`src/rtl/b07_run_ctrl_if.sv`:
```
// b07_run_ctrl_if: request/result bundle between the system controller, the
// b07 run sequencer and the b07 instance. The master side is the environment
// (controller plus b07 punti_retta); the slave side is b07_run_ctrl.
interface b07_run_ctrl_if #(
    parameter int unsigned CNT_W = 8
);
    logic             go;
    logic [7:0]       expected;
    logic             clear_err;
    logic [7:0]       punti_retta;
    logic             start;
    logic             busy;
    logic [7:0]       result;
    logic             result_valid;
    logic             mismatch;
    logic [CNT_W-1:0] run_count;
    logic [7:0]       max_result;

    modport master (
        output go, expected, clear_err, punti_retta,
        input  start, busy, result, result_valid, mismatch, run_count, max_result
    );

    modport slave (
        input  go, expected, clear_err, punti_retta,
        output start, busy, result, result_valid, mismatch, run_count, max_result
    );
endinterface

```
`src/rtl/b07_run_ctrl.sv`:
```
// b07_run_ctrl: run sequencer and result collector for the b07 point-line
// counter. Holds b07 start high for one full table scan, then samples the
// one-cycle punti_retta pulse during a start-low capture window, publishes the
// result with a strobe, checks it against an expected value and keeps stats.
// Optional feature macro: B07_RUN_AUTOREPEAT_EN (run trigger is the go level
// instead of the go rising edge, giving back-to-back runs while go is high).
module b07_run_ctrl #(
    parameter int unsigned START_HOLD  = 48,
    parameter int unsigned CAPTURE_WIN = 4,
    parameter int unsigned CNT_W       = 8
) (
    input  logic          clock,
    input  logic          reset,
    b07_run_ctrl_if.slave bus
);
    localparam int unsigned HOLD_W = $clog2(START_HOLD) + 1;
    localparam int unsigned CAP_W  = $clog2(CAPTURE_WIN) + 1;

    typedef enum logic [1:0] {
        IDLE,
        START_HI,
        CAPTURE,
        DONE
    } state_t;

    state_t            state;
    state_t            state_next;
    logic              go_q;
    logic              trigger;
    logic [HOLD_W-1:0] hold_cnt;
    logic [CAP_W-1:0]  cap_cnt;
    logic              hold_last;
    logic              cap_last;
    logic [7:0]        cap;
    logic [7:0]        cap_next;
    logic              capture_close;
    logic              start_next;

`ifdef B07_RUN_AUTOREPEAT_EN
    assign trigger = bus.go;
`else
    assign trigger = bus.go & ~go_q;
`endif

    assign hold_last     = (hold_cnt == HOLD_W'(START_HOLD - 1));
    assign cap_last      = (cap_cnt == CAP_W'(CAPTURE_WIN - 1));
    assign cap_next      = (bus.punti_retta > cap) ? bus.punti_retta : cap;
    assign capture_close = (state == CAPTURE) && cap_last;

    // go history for edge detection; tracks go every cycle, busy or not
    always_ff @(posedge clock) begin
        if (reset) begin
            go_q <= 1'b0;
        end else begin
            go_q <= bus.go;
        end
    end

    // state register
    always_ff @(posedge clock) begin
        if (reset) begin
            state <= IDLE;
        end else begin
            state <= state_next;
        end
    end

    // next-state decode: fixed-length start-high and capture phases
    always_comb begin
        state_next = state;
        case (state)
            IDLE:     if (trigger)   state_next = START_HI;
            START_HI: if (hold_last) state_next = CAPTURE;
            CAPTURE:  if (cap_last)  state_next = DONE;
            DONE:                    state_next = IDLE;
            default:                 state_next = IDLE;
        endcase
    end

    // output decode: busy and result strobe from state, start from next state
    always_comb begin
        bus.busy         = (state != IDLE);
        bus.result_valid = (state == DONE);
        start_next       = (state_next == START_HI);
    end

    // start is registered so b07 sees a clean, glitch-free level
    always_ff @(posedge clock) begin
        if (reset) begin
            bus.start <= 1'b0;
        end else begin
            bus.start <= start_next;
        end
    end

    // phase counters: each counts only inside its own phase and idles at 0
    always_ff @(posedge clock) begin
        if (reset) begin
            hold_cnt <= '0;
            cap_cnt  <= '0;
        end else begin
            if (state == START_HI) begin
                hold_cnt <= hold_cnt + HOLD_W'(1);
            end else begin
                hold_cnt <= '0;
            end
            if (state == CAPTURE) begin
                cap_cnt <= cap_cnt + CAP_W'(1);
            end else begin
                cap_cnt <= '0;
            end
        end
    end

    // capture max of punti_retta over the window; b07 drives 0 outside its pulse
    always_ff @(posedge clock) begin
        if (reset) begin
            cap <= '0;
        end else if ((state == IDLE) && trigger) begin
            cap <= '0;
        end else if (state == CAPTURE) begin
            cap <= cap_next;
        end
    end

    // Result and statistics load on the edge that closes the capture window,
    // using the window max including its last sample, so they are already
    // visible during the DONE cycle alongside result_valid.
    always_ff @(posedge clock) begin
        if (reset) begin
            bus.result     <= '0;
            bus.run_count  <= '0;
            bus.max_result <= '0;
        end else if (capture_close) begin
            bus.result    <= cap_next;
            bus.run_count <= bus.run_count + CNT_W'(1);
            if (cap_next > bus.max_result) begin
                bus.max_result <= cap_next;
            end
        end
    end

    // sticky mismatch; a new mismatch beats clear_err in the same cycle
    always_ff @(posedge clock) begin
        if (reset) begin
            bus.mismatch <= 1'b0;
        end else if (capture_close && (cap_next != bus.expected)) begin
            bus.mismatch <= 1'b1;
        end else if (bus.clear_err) begin
            bus.mismatch <= 1'b0;
        end
    end
endmodule
```
`src/flat_wrapper.sv`:
```
// flat-port wrapper written by rule: the top's interface ports become plain ports
module b07_run_ctrl_flat 
#(
    parameter int unsigned START_HOLD  = 48,
    parameter int unsigned CAPTURE_WIN = 4,
    parameter int unsigned CNT_W       = 8
)
  (clock, reset, bus_go, bus_expected, bus_clear_err, bus_punti_retta, bus_start, bus_busy, bus_result, bus_result_valid, bus_mismatch, bus_run_count, bus_max_result);
  b07_run_ctrl_if #(.CNT_W(CNT_W)) bus_i ();
  input  logic clock;
  input  logic reset;
  input wire logic [$bits(bus_i.go)-1:0] bus_go;
  input wire logic [$bits(bus_i.expected)-1:0] bus_expected;
  input wire logic [$bits(bus_i.clear_err)-1:0] bus_clear_err;
  input wire logic [$bits(bus_i.punti_retta)-1:0] bus_punti_retta;
  output wire logic [$bits(bus_i.start)-1:0] bus_start;
  output wire logic [$bits(bus_i.busy)-1:0] bus_busy;
  output wire logic [$bits(bus_i.result)-1:0] bus_result;
  output wire logic [$bits(bus_i.result_valid)-1:0] bus_result_valid;
  output wire logic [$bits(bus_i.mismatch)-1:0] bus_mismatch;
  output wire logic [$bits(bus_i.run_count)-1:0] bus_run_count;
  output wire logic [$bits(bus_i.max_result)-1:0] bus_max_result;
  assign bus_i.go = bus_go;
  assign bus_i.expected = bus_expected;
  assign bus_i.clear_err = bus_clear_err;
  assign bus_i.punti_retta = bus_punti_retta;
  assign bus_start = bus_i.start;
  assign bus_busy = bus_i.busy;
  assign bus_result = bus_i.result;
  assign bus_result_valid = bus_i.result_valid;
  assign bus_mismatch = bus_i.mismatch;
  assign bus_run_count = bus_i.run_count;
  assign bus_max_result = bus_i.max_result;
  b07_run_ctrl #(.START_HOLD(START_HOLD), .CAPTURE_WIN(CAPTURE_WIN), .CNT_W(CNT_W)) u_core (.clock(clock), .reset(reset), .bus(bus_i));
endmodule
```
`config.mk`:
```
export PLATFORM = sky130hd
export DESIGN_NAME = b07_run_ctrl_flat
export DESIGN_NICKNAME = d
export VERILOG_FILES = /design/src/rtl/b07_run_ctrl_if.sv /design/src/rtl/b07_run_ctrl.sv /design/src/flat_wrapper.sv
export SDC_FILE = /design/constraint.sdc
export NUM_CORES = 1
export LEC_CHECK = 0
export BUFFER_PORTS_ARGS = -buffer_cell sky130_fd_sc_hd__buf_2
export CORE_MARGIN = 8
export CORE_UTILIZATION = 35
export CTS_BUF_LIST = sky130_fd_sc_hd__clkbuf_2
export DETAILED_ROUTE_END_ITERATION = 8
export GPL_TIMING_DRIVEN = 1
export PLACE_DENSITY = 0.54
export SETUP_SLACK_MARGIN = 0.15
export SYNTH_ARGS = -nofsm -noshare
export SYNTH_HDL_FRONTEND = slang
export SYNTH_SLANG_ARGS = --single-unit
```
`constraint.sdc`:
```
create_clock -name clock -period 6.4 [get_ports clock]
set_input_delay 0.96 -clock clock [delete_from_list [all_inputs] [get_ports clock]]
set_output_delay 0.96 -clock clock [all_outputs]
set_load 0.03 [all_outputs]
```
==> results.py <==
metrics = {
    "layout": {
        "nFillCells": 693,
        "area_delta_synth_final_pct": 13.7,
        "drive_gt1_share_pct": 21.7,
        "fin_nets": 352,
        "final_cells": 394,
    },
    "setup_path": {
        "r2r_end": "u_core.bus.max_result[4]",
        "cp_data_required_time_ns": 6.73,
        "crit_arrival_ns": 4.12,
        "worstReg2RegStart": "u_core.cap[1]",
        "start_kind": "primary input",
        "path_class": "primary input to register",
        "worst_r2r_path_depth": 15,
        "rrSetupSlack_ns": 2.77,
        "critPathMaxFanout": 16,
        "end_kind": "register",
    },
    "global_routing": {
        "grt_max_degree": 34,
        "grt_pass1_wl_mm": 9.11,
        "grt_antenna_before_repair": 1,
        "track_usage_pct": 11.4,
        "grt.overflow.total": 0,
        "grt_pass1_vias": 1901,
    },
    "clocking": {
        "path_clk_slew_ns": 0.23,
        "clock_sinks": 47,
        "clockBufferDepth": 2,
        "htreeDepth": 2,
        "clock_latency_ns": 0.41,
        "post_cts_buffers": 0,
        "ctsHoldBuffers": 0,
        "cts-root-buf": "clkbuf_2",
        "cts_tree": "done",
        "cts_resized": 0,
        "cts_buffers": 5,
    },
    "synthesis": {
        "synth_compound_area_share_pct": 15.7,
        "netlist_top_cells_area": "dfxtp_1 (39%), ha_1 (10%), a211oi_1 (7.7%)",
        "synth_top_area_share_pct": 38.8,
        "synth_top_family_by_area": "simple AND/OR/NAND/NOR gates",
        "synthAdderAreaFrac_pct": 10.3,
        "netlist-cell-type-count": 42,
        "yosysSeqAreaShare_pct": 38.8,
        "synth-simple-area-share_pct": 16.5,
        "ys.flop_type": "dfxtp_1",
        "synth_most_common_cell": "dfxtp_1",
        "ys_ff_latch": 47,
        "synth_top_area_cell": "dfxtp_1",
        "async_flop_share_pct": 0,
        "synth.avg_cell_area_sq_um": 9.09,
        "syn_inst": 267,
        "synth_mux_area_share_pct": 4.13,
        "synthXorXnorAreaFrac_pct": 7.94,
        "mappedNetlistNets": 307,
        "netlist_top_cells_count": "dfxtp_1 (47), nor2_1 (46), a211oi_1 (25), inv_1 (25), ha_1 (20)",
        "synth_edf_count": 0,
        "synth_area_sq_um": 2430,
        "yosys_warnings": 0,
    },
    "power": {
        "total_leakage_power_nw": 1.14,
        "peakVddDrop_mv": 0.0569,
        "finalPower_uw": 478,
        "p_per_area_nw_per_um2": 173,
    },
    "sta": {
        "setup_viol": 0,
        "skew_ns": 0.0185,
        "period_share_pct": 59.2,
        "worst_pin_slew_ns": 1.15,
        "slew_viol_final": 0,
        "finalSetupTns_ns": 0,
        "rsz0062_at_grt": "false",
        "hold_viol": 0,
        "slew_headroom_pct": 23.1,
        "max_freq_mhz": 264,
        "period_minus_slack_ns": 3.79,
    },
    "status": {
        "status": "completed",
    },
    "detailed_routing": {
        "antenna_left": 0,
        "drc": 0,
        "wire_per_inst_microns": 14.1,
        "dr.pass1.iters": 4,
        "vias": 1944,
        "drt_iter0_markers": 87,
        "drt_wl_total_mm": 5.54,
        "viasPerCell": 4.93,
    },
    "floorplan": {
        "pin_count": 48,
        "rows": 30,
        "dieArea_sq_um": 9850,
        "initial_core_util_pct": 35.9,
        "core-area_sq_um": 6760,
        "die_w_microns": 99.3,
        "die_h_microns": 99.3,
    },
    "worst_hold_path": {
        "hp-class": "register to register",
        "min_path_cells": 1,
        "hold_end": "u_core.cap_cnt[0]",
        "worstHoldStart": "u_core.cap_cnt[0]",
    },
    "placed_design": {
        "dp_cells": 385,
        "gp_congestion": 0.773,
        "portBuffers": 47,
        "dpl.hpwl_mm": 4.36,
    },
    "flow_run": {
        "maxCapViolCount": 0,
    },
}
-- state kept, by name, summed over array words and instances, names as in the netlist --
signal and cells:
u_core.bus.max_result 8, u_core.go_q 1, u_core.cap_cnt 3, u_core.hold_cnt 7, u_core.bus.mismatch 1, u_core.bus.result 8
u_core.bus.run_count 8, u_core.bus.start 1, u_core.cap 8, u_core.state 2
-- placed cells by master (no fill, tap or decap), types with 6 or more instances in the layout --
| cell | n |
|---|---|
| dfxtp_1 | 47 |
| nor2_1 | 46 |
| ha_1 | 20 |
| a21oi_1 | 6 |
| inv_1 | 25 |
| a211oi_1 | 25 |
| xnor2_1 | 15 |
| nand4_1 | 8 |
| xor2_1 | 7 |
| buf_2 | 47 |
-- cell type report --
type	count	area [sq um]	share of cell area, %
clock inverters	3	15.0	0.544
flip-flops and latches	47	941	34.1
diodes	1	2.50	0.0907
multi-input cells	182	1320	48.0
repair buffers	49	250	9.07
clock buffers	5	25.0	0.907
inverters	27	101	3.67
well taps	80	100	3.63
-- report_power, final --
| group | switching, mW | leakage [nW] | internal [mW] |
|---|---|---|---|
| Combinational | 0.0366 | 0.732 | 0.0267 |
| Sequential | 0.00131 | 0.379 | 0.295 |
| Clock | 0.0938 | 0.0241 | 0.0244 |
| Total | 0.132 | 1.14 | 0.346 |
-- routing by layer --
metal  wire (microns)  track usage [%]  up-vias
met4               77             4.54        0
met5                0                0        -
met3              281             3.21        6
met1             2800             14.5      896
li1                 -                -     1004
met2             2370             17.6       38
-- kinds of logic after synthesis --
family,after synthesis
AND/OR/NAND/NOR,83
multiplexers,8
adder cells (fa/ha/maj),20
flip-flops,47
buffers and inverters,38
AO/OA/AOI/OAI,49
XOR/XNOR,22
-- worst max path at each step --
stage	to	startpoint	slack, ns	cells past startpoint
6_report	u_core.bus.max_result[4]	bus_punti_retta[1]	2.61	15
2_1_floorplan	u_core.bus.max_result[0]	bus_punti_retta[1]	2.67	16
5_1_grt	u_core.bus.max_result[4]	bus_punti_retta[1]	2.37	15
3_3_place_gp	u_core.bus.max_result[3]	bus_punti_retta[1]	2.23	15
3_5_place_dp	u_core.bus.max_result[7]	bus_punti_retta[1]	2.18	15
4_1_cts	u_core.bus.max_result[4]	bus_punti_retta[1]	2.61	15
-- through the flow --
| stage | cell area (sq um) | utilization [%] | setup slack, ns | hold slack, ns |
|---|---|---|---|---|
| after floorplan | 2430 | - | 2.67 | 0.408 |
| after global placement | 2720 | 40.2 | 2.23 | 0.421 |
| after detailed placement | 2720 | 40.2 | 2.18 | 0.424 |
| after CTS | 2760 | 40.8 | 2.61 | 0.451 |
| after global routing | 2760 | 40.8 | 2.37 | 0.477 |
| final | 2760 | 40.8 | 2.61 | 0.448 |
-- critical path, cell delays in order --
cell	delay, ns
buf_2	0.13
ha_1	0.31
nor2b_4	0.13
o211ai_2	0.16
a21oi_2	0.08
o31ai_2	0.18
buf_4	0.25
mux2i_1	0.54
inv_1	0.09
ha_1	0.30
nand4_1	0.11
o21bai_1	0.21
a21oi_4	0.38
nor2_1	0.07
a211oi_1	0.21
(Power assumes the default switching activity.)
